File: src/rtl/sr_ff_bank.sv
// Bank of WIDTH clocked SR flip-flops with configurable S=R=1 resolution,
// optional NAND-style inputs, edge pulses and a saturating conflict counter.
module sr_ff_bank #(
    parameter int WIDTH      = 8,
    parameter int MODE       = 0,
    parameter int ACTIVE_LOW = 0,
    parameter int CNT_W      = 8
) (
    input  logic             clk,
    input  logic             rst_n,
    input  logic             en,
    input  logic [WIDTH-1:0] s,
    input  logic [WIDTH-1:0] r,
    input  logic             clr_err,
    output logic [WIDTH-1:0] q,
    output logic [WIDTH-1:0] qn,
    output logic [WIDTH-1:0] q_rise,
    output logic [WIDTH-1:0] q_fall,
    output logic             conflict,
    output logic             err_sticky,
    output logic [CNT_W-1:0] conflict_cnt
);

    localparam logic [CNT_W-1:0] CNT_MAX = {CNT_W{1'b1}};

    logic [WIDTH-1:0] sa_s;
    logic [WIDTH-1:0] ra_s;
    logic [WIDTH-1:0] next_q_s;
    logic             conf_s;

    logic [WIDTH-1:0] q_r;
    logic [WIDTH-1:0] qn_r;
    logic [WIDTH-1:0] rise_r;
    logic [WIDTH-1:0] fall_r;
    logic             conflict_r;
    logic             err_r;
    logic [CNT_W-1:0] cnt_r;

    // Outcome of a simultaneous set and reset on one bit; unknown modes hold.
    function automatic logic resolve(input logic cur);
        case (MODE)
            32'sd1:  resolve = 1'b1;
            32'sd2:  resolve = 1'b0;
            32'sd3:  resolve = ~cur;
            default: resolve = cur;
        endcase
    endfunction

    assign sa_s   = (ACTIVE_LOW != 32'sd0) ? ~s : s;
    assign ra_s   = (ACTIVE_LOW != 32'sd0) ? ~r : r;
    assign conf_s = en & (|(sa_s & ra_s));

    // Per-bit next state from normalised set/reset requests.
    always_comb begin
        next_q_s = q_r;
        for (int i = 0; i < WIDTH; i++) begin
            if (en) begin
                case ({sa_s[i], ra_s[i]})
                    2'b10:   next_q_s[i] = 1'b1;
                    2'b01:   next_q_s[i] = 1'b0;
                    2'b11:   next_q_s[i] = resolve(q_r[i]);
                    default: next_q_s[i] = q_r[i];
                endcase
            end else begin
                next_q_s[i] = q_r[i];
            end
        end
    end

    // State, edge pulses and error bookkeeping; a conflict beats clr_err.
    always_ff @(posedge clk) begin
        if (!rst_n) begin
            q_r        <= {WIDTH{1'b0}};
            qn_r       <= {WIDTH{1'b1}};
            rise_r     <= {WIDTH{1'b0}};
            fall_r     <= {WIDTH{1'b0}};
            conflict_r <= 1'b0;
            err_r      <= 1'b0;
            cnt_r      <= {CNT_W{1'b0}};
        end else begin
            q_r        <= next_q_s;
            qn_r       <= ~next_q_s;
            rise_r     <= next_q_s & ~q_r;
            fall_r     <= ~next_q_s & q_r;
            conflict_r <= conf_s;
            if (conf_s) begin
                err_r <= 1'b1;
                if (clr_err) begin
                    cnt_r <= CNT_W'(1);
                end else if (cnt_r != CNT_MAX) begin
                    cnt_r <= cnt_r + CNT_W'(1);
                end else begin
                    cnt_r <= cnt_r;
                end
            end else if (clr_err) begin
                err_r <= 1'b0;
                cnt_r <= {CNT_W{1'b0}};
            end else begin
                err_r <= err_r;
                cnt_r <= cnt_r;
            end
        end
    end

    assign q            = q_r;
    assign qn           = qn_r;
    assign q_rise       = rise_r;
    assign q_fall       = fall_r;
    assign conflict     = conflict_r;
    assign err_sticky   = err_r;
    assign conflict_cnt = cnt_r;

endmodule

File: config.mk
export PLATFORM = sky130hd
export DESIGN_NAME = sr_ff_bank
export DESIGN_NICKNAME = d
export VERILOG_FILES = /design/src/rtl/sr_ff_bank.sv
export SDC_FILE = /design/constraint.sdc
export NUM_CORES = 1
export LEC_CHECK = 0
export ABC_AREA = 1
export CAP_MARGIN = 20
export CORE_MARGIN = 4
export CORE_UTILIZATION = 40
export DETAILED_ROUTE_END_ITERATION = 10
export PLACE_DENSITY = 0.87
export SYNTH_ARGS = -nofsm -noshare
export SYNTH_HDL_FRONTEND = slang
export SYNTH_SLANG_ARGS = --single-unit
File: constraint.sdc
create_clock -name clk -period 1.2 [get_ports clk]
set_input_delay 0.24 -clock clk [delete_from_list [all_inputs] [get_ports clk]]
set_output_delay 0.24 -clock clk [all_outputs]
set_load 0.03 [all_outputs]
-- Word level (Yosys, flattened, before mapping)
Index checks and enable logic that the tools add are counted.
- add/sub/neg operators: 1
- eq/ne operators: 17
- multiplexer cells: 22
- bitwise logic cells: 6
- reductions and logical operators: 4
- operators with widths (cell ; count):
    $mux W8 ; 4
    $and A8 B8 Y8 ; 3
    $eq A2 B1 Y1 const B ; 8
    $eq A2 B2 Y1 const B ; 8
    $not A8 Y8 ; 2
    $pmux W1 S2 ; 8
    $mux W1 ; 10
    $add A8 B1 Y8 const B ; 1
    $ne A8 B8 Y1 const B ; 1
    $reduce_or A8 Y1 ; 1
    $reduce_bool A2 Y1 ; 2
    $reduce_and A2 Y1 ; 1
    $and A1 B1 Y1 ; 1
- flip-flop bits (word level): 42
- word-level logic and storage cells: 57

-- Longest topological paths before layout
Gate-level depths: netlist (run 1).
- word-level depth: 5
- depth in mapped cells: 9
- gate-level depth less buffers: 9

-- Least setup slack after synthesis (run 1)
No wires, ideal clock.
- kind: flip-flop to flip-flop
- start point: register cnt_r[1] (netlist: conflict_cnt[1])
- end point: register cnt_r[0] (netlist: conflict_cnt[0])
- data arrival time: 1.425 ns
- required time: 1.086 ns
- path slack: -0.339 ns
- cell stages (with the launch flop): 9
- path through: dfxtp_1 ha_1 nand2_2 nor2_1 nand2_1 nand3_2 nand3_1 nand2_1 nor2_1
- cells in the longest elaborated chain, start to end: 3
- RTL lines (what ; line ; source):
    from (decl) ; 37 ; logic [CNT_W-1:0] cnt_r;
    from (signal assigned) ; 79 ; cnt_r <= {CNT_W{1'b0}};
    from (signal assigned) ; 91 ; cnt_r <= cnt_r + CNT_W'(1);
    from (signal assigned) ; 93 ; cnt_r <= cnt_r;
    $ne A8 B8 Y1 ; 90 ; end else if (cnt_r != CNT_MAX) begin
    $reduce_bool A2 Y1 (no line) ; n/a ;
    $reduce_and A2 Y1 (no line) ; n/a ;
No other way between the ends.
A chain may end at the register's enable or synchronous reset.

-- Worst setup path in the final report (run 1)
- start point: register cnt_r[0] (netlist: conflict_cnt[0])
- end point: register cnt_r[0] (netlist: conflict_cnt[0])
- cells in the longest elaborated chain, start to end: 4
- elaborated cells on any way between the ends: 7
- those cells by class: add/sub: 1; eq/ne: 1; mux: 3; reduce/logical: 2
- RTL lines (what ; line ; source):
    $add A8 B1 Y8 ; 91 ;
    $mux W8 ; 90 ;
    $mux W8 ; 88 ; if (clr_err) begin
    $mux W8 ; 86 ; if (conf_s) begin
Parallel ways exist; a longest one is shown, timed or not. The select of a mux whose other input is x is not followed.

==> summary by stage, run 1 <==
Routing
The via-per-instance ratio is just under 5. The final layout contains routed wiring with a total length of around 4.8 mm. The number of nets with antenna violations after detailed routing is 0. The pre-antenna-repair detailed-routing pass consisted of 4 iterations. For this block, the via count after detailed routing is 1,815.

For this run, design rule violations remaining after detail routing come to 0. The wire length per cell after detailed routing is 12.75 um. The first routing iteration left 86 violations.

Floorplanning
From left edge to right edge, the die measures between 70 and 80 um. 62 I/O pins were placed. The floorplan die height is ~75 um. The floorplan step defined a die boundary enclosing about 0.0057 mm^2. The placeable core region is between 0.004 and 0.005 mm^2.

The initial utilization of the core area, before any placement, comes to 41.47%. The number of placement rows is 24.

Run status
The checks that failed: negative setup slack. The run finished, with violations left.

Synth
The number of synthesized register bits is 42. Synthesis instantiated 20 different standard cells from the library. The cell area after synthesis is around 0.0018 mm^2. The share of synthesized cell area in and, or, nand and nor gates is 27.32%. Counting every instance in the synthesized netlist gives 235.

Ranked by total cell area, the synthesized netlist is headed by sky130_fd_sc_hd__dfxtp_1 46%, sky130_fd_sc_hd__ha_1 12%, sky130_fd_sc_hd__nor2_1 8.1%. In this run the biggest area consumer among cell types represents 46.25% of the synthesized area. Of all cell types, the one taking the most synthesized area is sky130_fd_sc_hd__dfxtp_1. Averaged over all synthesized cells, the footprint is 7.736 um^2. The share of synthesized cell area in full adder, half adder and majority cells is 11.70%. The complex-gate fraction of the synthesized area is 5.506%. By area, the combinational part of the netlist is dominated by simple AND/OR/NAND/NOR gates. Of the post-synthesis cell area, the part taken by muxes is 0%.

Synthesis produced a netlist with a net count of approximately 270. Summing the sequential cell areas from Yosys gives 46.25% of the chip area. During synthesis, Yosys emitted a total of 0 warnings.

Summing the areas of all xor and xnor instances in the mapped netlist gives 0% of the synthesized area.

Place
After detailed placement, the design holds a cell count of 364. The quantity of I/O buffers inserted on ports is between 60 and 70. Routability-driven placement finished with a final weighted congestion of 0.8713. The instance area after placement is 0.002571 mm^2. The placed wire-length estimate is 3.591 mm.

Clock network
After clock tree synthesis, the clock-pin slew on the worst setup and hold paths is 0.08 ns. TritonCTS built the clock tree. The CTS root buffer is sky130_fd_sc_hd__clkbuf_8. The clock passes through at most 2 buffers. The worst-skew pair later-pin latency is ~0.29 ns. Hold repair after CTS inserted 0 buffers. The clock net in this run drives a total of 42 sinks.

The TritonCTS buffer count is 5. The number of levels the H-tree was split into is 2.

Power
The power density of the placed cells is between 1000 and 1500 mW/mm^2. Of the total power, the share spent switching nets is 28.46%. The share of total power in combinational logic is a little over a fifth. The static leakage power is ~0.0013 uW. The switching power summed over all nets is 950.8 uW.

The share of total power dissipated in sequential elements is 45.2%. The clock share of power is about 33%. The internal power of the cells totals 2390 uW. The worst vdd rail ir drop is 0.7688 mV.

STA
Clock skew on the completed layout was measured at 0.006021 ns. At the pin with the least slew margin, the transition time is between 0.3 and 0.4 ns. The final cycle utilization of the critical path is 105.3%. The number of endpoints with negative hold slack in the final report is 0. The number of pins exceeding their max-slew limit in the final report is 0. Timing would allow up to 791.3 MHz. The number of failing setup endpoints in the final timing report is 7. Counting I/O delays and the setup requirement, the final critical path takes 1.264 ns. The smallest setup slack after layout is -0.06379 ns. After routing, the total negative slack on setup checks comes to -0.2863 ns. The worst-case headroom to the max-slew limit is between 70% and 80%. Setup repair after global routing could not meet its margin everywhere.

GRT
Summed over all layers, the global routing overflow is 0. The number of global-route vias before repair is 1,714. The global-route wire length before repair is 7.307 mm.

Entering global routing, the biggest net connects 18 pins. The initial antenna violation count is 0. For this run, the total global-route usage over all layers was measured as 16.71%.

Setup path
The most common cell type on the critical path is sky130_fd_sc_hd__nand2_4. The reg-to-reg endpoint is conflict_cnt[0]. The signal on the critical path passes through ha_4, nand2_4, nor2_4, nand2_4, nand3_4, nand3_1, nand2_1, nor2_1. The maximum single-stage delay on the critical path is approximately 0.37 ns. STA classifies the critical path startpoint as a flop. The worst register-to-register path begins at conflict_cnt[0]. The slowest stage of the critical path is the sky130_fd_sc_hd__dfxtp_4 cell. Across all register-to-register paths, the minimum setup slack is -0.06 ns. The data arrival time of the worst path is 1.45 ns.

Data on the critical path is required at its endpoint by around 1.4 ns. Counting cells, the worst reg-to-reg path comes to 8. In this run the worst path has a maximum fanout of 8. The worst setup path is of the flop to flop kind. The endpoint kind of the worst setup timing path is a flop.

Final layout
The final non-filler cell area is 0.002892 mm^2. Fill cells in the final layout number 380. The area growth from synthesis to final layout is 59.05%. The final standard cell count with taps included and fillers excluded is 374. Of the cells placed in the final design, the portion with a size suffix greater than 1 is 42.55%. The repair_antennas step left the layout with diodes totalling 0.

The number of nets in the finished design is 358.

Min path
The path with the worst hold slack has its endpoint at q_fall[6]. In this run the worst hold path is classified as input pin to flop. The startpoint identified for the worst hold timing path is s[6]. The count of cells along the worst hold path is 4.

Run
The max-cap check violation count is 0.
## power by group through the flow
stage	combinational, uW	clock [uW]	sequential (uW)
2_1_floorplan	205	0	1700
3_5_place_dp	659	0	1540
6_report	735	1100	1510
4_1_cts	677	1130	1510
3_3_place_gp	639	0	1540
5_1_grt	798	1180	1520
## cell type report
cell class / count / area [um^2] / area share [%]
Timing Repair Buffer: 83 / 673.1 / 23.28
Clock buffer: 5 / 68.82 / 2.380
Clock inverter: 3 / 40.04 / 1.385
Inverter: 40 / 152.6 / 5.279
Tap cell: 52 / 65.06 / 2.250
Sequential cell: 42 / 855.8 / 29.60
Multi-Input combinational cell: 149 / 1036 / 35.83
## cell usage in the layout, fill, tap and decap left out, types with 3 or more instances in the layout
master and n:
sky130_fd_sc_hd__dfxtp_2 6, sky130_fd_sc_hd__dlygate4sd2_1 3, sky130_fd_sc_hd__clkbuf_8 5, sky130_fd_sc_hd__or3_4 8
sky130_fd_sc_hd__nand4_1 3, sky130_fd_sc_hd__a21oi_1 5, sky130_fd_sc_hd__buf_4 60, sky130_fd_sc_hd__o21ai_0 8
sky130_fd_sc_hd__nand3_1 13, sky130_fd_sc_hd__nand2_1 29, sky130_fd_sc_hd__inv_2 8, sky130_fd_sc_hd__nor2_1 32
sky130_fd_sc_hd__clkdlybuf4s15_1 11, sky130_fd_sc_hd__nor3_1 8, sky130_fd_sc_hd__nor2_2 7, sky130_fd_sc_hd__inv_1 31
sky130_fd_sc_hd__buf_6 4, sky130_fd_sc_hd__dfxtp_1 34, sky130_fd_sc_hd__ha_4 7, sky130_fd_sc_hd__nand2_2 6
sky130_fd_sc_hd__ha_2 8
## stage by stage
| stage | util [%] | total power [uW] | hold slack (ns) | setup slack (ns) |
|---|---|---|---|---|
| final | 65.95 | 3341 | 0.3803 | -0.06379 |
| after global routing | 65.95 | 3493 | 0.4045 | -0.1184 |
| after CTS | 62.93 | 3318 | 0.4449 | -0.03576 |
| after detailed placement | 58.65 | 2202 | 0.4316 | -0.5776 |
| after global placement | 58.65 | 2178 | 0.4250 | -0.5247 |
| after floorplan | - | 1908 | 0.3556 | -0.0007567 |
## metal layers
metal	routed length, um	GRT usage [%]	vias up
li1	-	-	910
met1	1843	17.92	840
met2	2531	30.97	59
met3	337	5.409	6
met4	55	5.049	0
met5	0	0	-
## Yosys cell counts
library cell,count
sky130_fd_sc_hd__dfxtp_1,42
sky130_fd_sc_hd__nor2_1,39
sky130_fd_sc_hd__nand2_1,36
sky130_fd_sc_hd__inv_1,34
sky130_fd_sc_hd__ha_1,17
sky130_fd_sc_hd__nand3_1,14
sky130_fd_sc_hd__o21ai_0,10
sky130_fd_sc_hd__nor3_1,8
sky130_fd_sc_hd__or3_1,8
sky130_fd_sc_hd__a21oi_1,7
sky130_fd_sc_hd__inv_2,6
sky130_fd_sc_hd__nand4_1,3
sky130_fd_sc_hd__buf_2,2
sky130_fd_sc_hd__clkbuf_1,2
sky130_fd_sc_hd__nor2_2,2
sky130_fd_sc_hd__a21boi_1,1
sky130_fd_sc_hd__nand2_2,1
sky130_fd_sc_hd__nand3_2,1
sky130_fd_sc_hd__nor3b_1,1
sky130_fd_sc_hd__o21bai_1,1
## worst max-delay path: cells and delay by family (launching register included)
family / cells / cell delay [ns]
AND/OR/NAND/NOR: 7 / 0.64
flip-flops: 1 / 0.37
adder cells (fa/ha/maj): 1 / 0.15
## logic make-up (layout without fill, tap and decap cells)
logic type	after synthesis	in the layout
and+or+nand+nor	113	113
buffers and inverters	44	131
DFF	42	42
AOI/OAI and AO/OA	19	19
adders and majority gates	17	17
## sequential cells by signal, summed over array words and instances, names as in the netlist
name	flops
conflict_cnt	8
q	8
err_sticky	1
q_rise	8
q_fall	8
conflict	1
qn	8
## how the worst max path moves through the flow
stage                      end  cells after the start  slack (ns)       startpoint
2_1_floorplan  conflict_cnt[0]                      8     -0.0008  conflict_cnt[0]
3_3_place_gp   conflict_cnt[7]                      8       -0.52             s[3]
3_5_place_dp         q_rise[7]                      8       -0.58             r[7]
4_1_cts        conflict_cnt[0]                      8       -0.04  conflict_cnt[0]
5_1_grt        conflict_cnt[6]                      7       -0.12  conflict_cnt[0]
6_report       conflict_cnt[0]                      8       -0.06  conflict_cnt[0]
## timing repair
action                                  4_1_cts  5_1_grt
setup buffers                                 1        1
endpoints found under the setup margin       44       20
gates resized for setup                      42       41
pin swaps                                    18       25
cloned                                        0        0
Power figures use the tool's default switching activity.
==> run 2: changes to the inputs <==
RECOVER_POWER = 100   (was default)
==> run 2 against run 1 <==
The flow still finishes with violations (negative setup slack). Clock power about the same. Design area is 4.7% lower. Setup slack lost 0.0017 ns. Routed wire length is 0.42% lower. Final cell count did not move. Global-route usage is the same. Register-to-register slack is essentially flat. Critical path type unchanged. Critical endpoint unchanged.
==> summary by stage, run 2 (synthesis results as in run 1) <==
Setup path
STA puts the critical path data required time at 1.39 ns. Along the worst path, the maximum fanout reaches 8. Counting stages on the worst path, the most repeated cell is sky130_fd_sc_hd__nand2_4. The largest single stage delay on the critical path is 0.37 ns. The worst setup path is launched from a flop. Traced cell by cell, the critical path runs through ha_4, nand2_4, nor2_4, nand2_4, nand3_4, nand3_1, nand2_1, nor2_1. In this design, the largest share of critical-path delay is due to simple AND/OR/NAND/NOR gates. The data arrival time of the worst path is 1.45 ns. The category of the critical setup timing path is flop to flop. The endpoint kind of the worst setup timing path is a flop. Counting both buffers and inverters, the worst setup path holds a total of 0. The worst-path cell with the longest stage delay is sky130_fd_sc_hd__dfxtp_4.

Place
The count of buffers added on input and output ports is 61. The weighted congestion reported at the end of routability-driven placement is 0.8713. The wire-length estimate of the detail-placed layout is 3.591 mm.

STA
The number of endpoints with negative hold slack in the final report is 0. Derived from the worst setup path, the maximum achievable clock frequency is about 790 MHz. The minimum clock period after layout is 1.266 ns. The worst-case headroom to the max-slew limit is 74.27%. Clock skew on the completed layout was measured at 0.005339 ns. The smallest setup slack after layout is -0.06552 ns. The measured slew at the worst slew-check pin is 0.3856 ns.

Across all hold checks on the routed design, the worst slack comes to 0.3813 ns. The number of pins exceeding their max-slew limit in the final report is 0. Setup repair after global routing could not meet its margin everywhere. The number of failing setup endpoints in the final timing report is 12. The final cycle utilization of the critical path is 105.5%.

Final layout
The final core utilization is 62.87%. The repair_antennas step left the layout with diodes totalling 0. The most frequent standard cell in the layout excluding fill and tap cells is sky130_fd_sc_hd__dfxtp_1.

The area of combinational cells with multiple inputs is 978.4 um^2. In the final layout, flip-flops and latches occupy approximately 860 um^2. The fraction of final layout cells sized beyond drive strength 1 is 40.37%.

Counting the fill cells in the layout gives 408. The area growth from synthesis to final layout is 51.62%. The library cells used most frequently in the layout, excluding fill and tap cells, are 34 x sky130_fd_sc_hd__dfxtp_1, 33 x sky130_fd_sc_hd__clkbuf_2, 32 x sky130_fd_sc_hd__inv_1, 32 x sky130_fd_sc_hd__nor2_1, 30 x sky130_fd_sc_hd__nand2_1. The number of nets in the finished design is 358.

Power
For this design the ratio of total power to cell area is 1189 mW/mm^2. VDD sags by at most roughly 0.77 mV. Summed over all cells, the static leakage comes to 0.001287 uW.

Run status
The final reports fail on negative setup slack. The run finished, with violations left.

Routing
The first detailed-routing pass ran for 4 iterations. The final layout contains routed wiring with a total length of 4.747 mm. The number of nets with antenna violations after detailed routing is 0. The DRC violation total after the first TritonRoute iteration is 75. The total DRC errors in the routed layout is 0. The via count of the routed design is ~1,800. After detailed routing, the average wire length per cell comes to roughly 13 um.

The via-per-instance ratio is 4.842.

Clock network
The worst-skew pair later-pin latency is ~0.29 ns. Clock tree synthesis inserted a total of 5 buffers. For this design, the CTS-stage hold fixing added 0 buffers.

The clock tree synthesis step divided the H-tree into 2 levels. The CTS root buffer is sky130_fd_sc_hd__clkbuf_8. Clock-pin slew was measured on the worst setup and hold paths at about 0.08 ns. The number of sinks driven by the clock tree is 42. The clock tree from TritonCTS is built. The maximum buffer depth of the clock tree is 2.

GRT
The global-route wire length before repair is 7.307 mm. The number of global-route vias before repair is around 1,700. Entering global routing, the biggest net connects 18 pins. For this run the aggregate overflow at the end of global routing stands at 0. The initial antenna violation count is 0. The total routing resource utilization after global routing is 16.71%.

Floorplanning
The die covers 0.005687 mm^2. The floorplan die height is ~75 um. The number of placement rows is 24. The initial utilization of the core area, before any placement, comes to 41.47%. The horizontal die dimension is 75.42 um. The top-level port count is between 60 and 70. The placeable core region is around 0.0044 mm^2.

Run
Max-cap violations in this run came to 0.

Min path
In this run the worst hold path is classified as input pin to flop.
run 2: changes by cell type in the layout (fill, tap and decap cells not counted), sizes merged:
| cell | previous run | this run |
|---|---|---|
| buf | 64 | 33 |
| clkbuf | 7 | 38 |
| clkdlybuf4s15 | 12 | 6 |
| clkdlybuf4s25 | 0 | 6 |
run 2: path summary, 6_finish.rpt:
path                                   endpoint  cells after the start            start  slack, ns
worst min-delay path                  q_fall[6]                      4             s[6]       0.38
worst max register to register  conflict_cnt[0]                      8  conflict_cnt[0]      -0.07
worst min register to register        q_rise[5]                      1             q[5]       0.44
worst max-delay path            conflict_cnt[0]                      8  conflict_cnt[0]      -0.07
run 2: cell type report:
cell class / count / area share [%]
Sequential cell: 42 / 31.05
Clock buffer: 5 / 2.497
Clock inverter: 3 / 1.453
Inverter: 40 / 5.538
Timing Repair Buffer: 83 / 21.61
Multi-Input combinational cell: 149 / 35.50
Tap cell: 52 / 2.360
run 2: routing by layer:
metal  global-route usage (%)  wire [um]  up-vias
met5                        0          0        -
met4                    5.049         54        0
met3                    5.409        353        6
met2                    30.97       2502       55
met1                    17.92       1837      847
li1                         -          -      903
run 2: through the flow:
step | setup WS, ns | power [uW] | TNS (ns) | instances | instance area (um^2)
6_report | -0.06552 | 3277 | -0.3658 | 374 | 2756
5_1_grt | -0.1184 | 3429 | -1.217 | 374 | 2756
4_1_cts | -0.03576 | 3318 | -0.1231 | 373 | 2759
3_5_place_dp | -0.5776 | 2202 | -20.15 | 364 | 2571
3_3_place_gp | -0.5247 | 2178 | -18.72 | 364 | 2571
2_1_floorplan | -0.0007567 | 1908 | -0.0007567 | 235 | 1868
run 2: what timing repair did:
item,4_1_cts,5_1_grt
pin swaps,18,25
endpoints found under the setup margin,44,20
buffers inserted,1,1
resized for setup,42,41
run 2: tightest hold or removal path, delay by kind of cell:
| family | cells | cell delay, ns |
|---|---|---|
| AND/OR/NAND/NOR | 2 | 0.15 |
| buffers and inverters | 1 | 0.12 |
| adder cells (fa/ha/maj) | 1 | 0.12 |
run 2: report_power, final:
part | leakage, uW | total [uW] | internal, uW | switching [uW]
clock | 0.0000579 | 1100 | 613 | 483
combinational | 0.000881 | 674 | 253 | 421
sequential | 0.000348 | 1510 | 1470 | 35.4
total | 0.00129 | 3280 | 2340 | 939
==> run 3: changes to the inputs <==
SLEW_MARGIN = 15   (was default)
==> results of run 3 <==
Same layout as run 2: the final DEF is identical, and so are final timing and power.
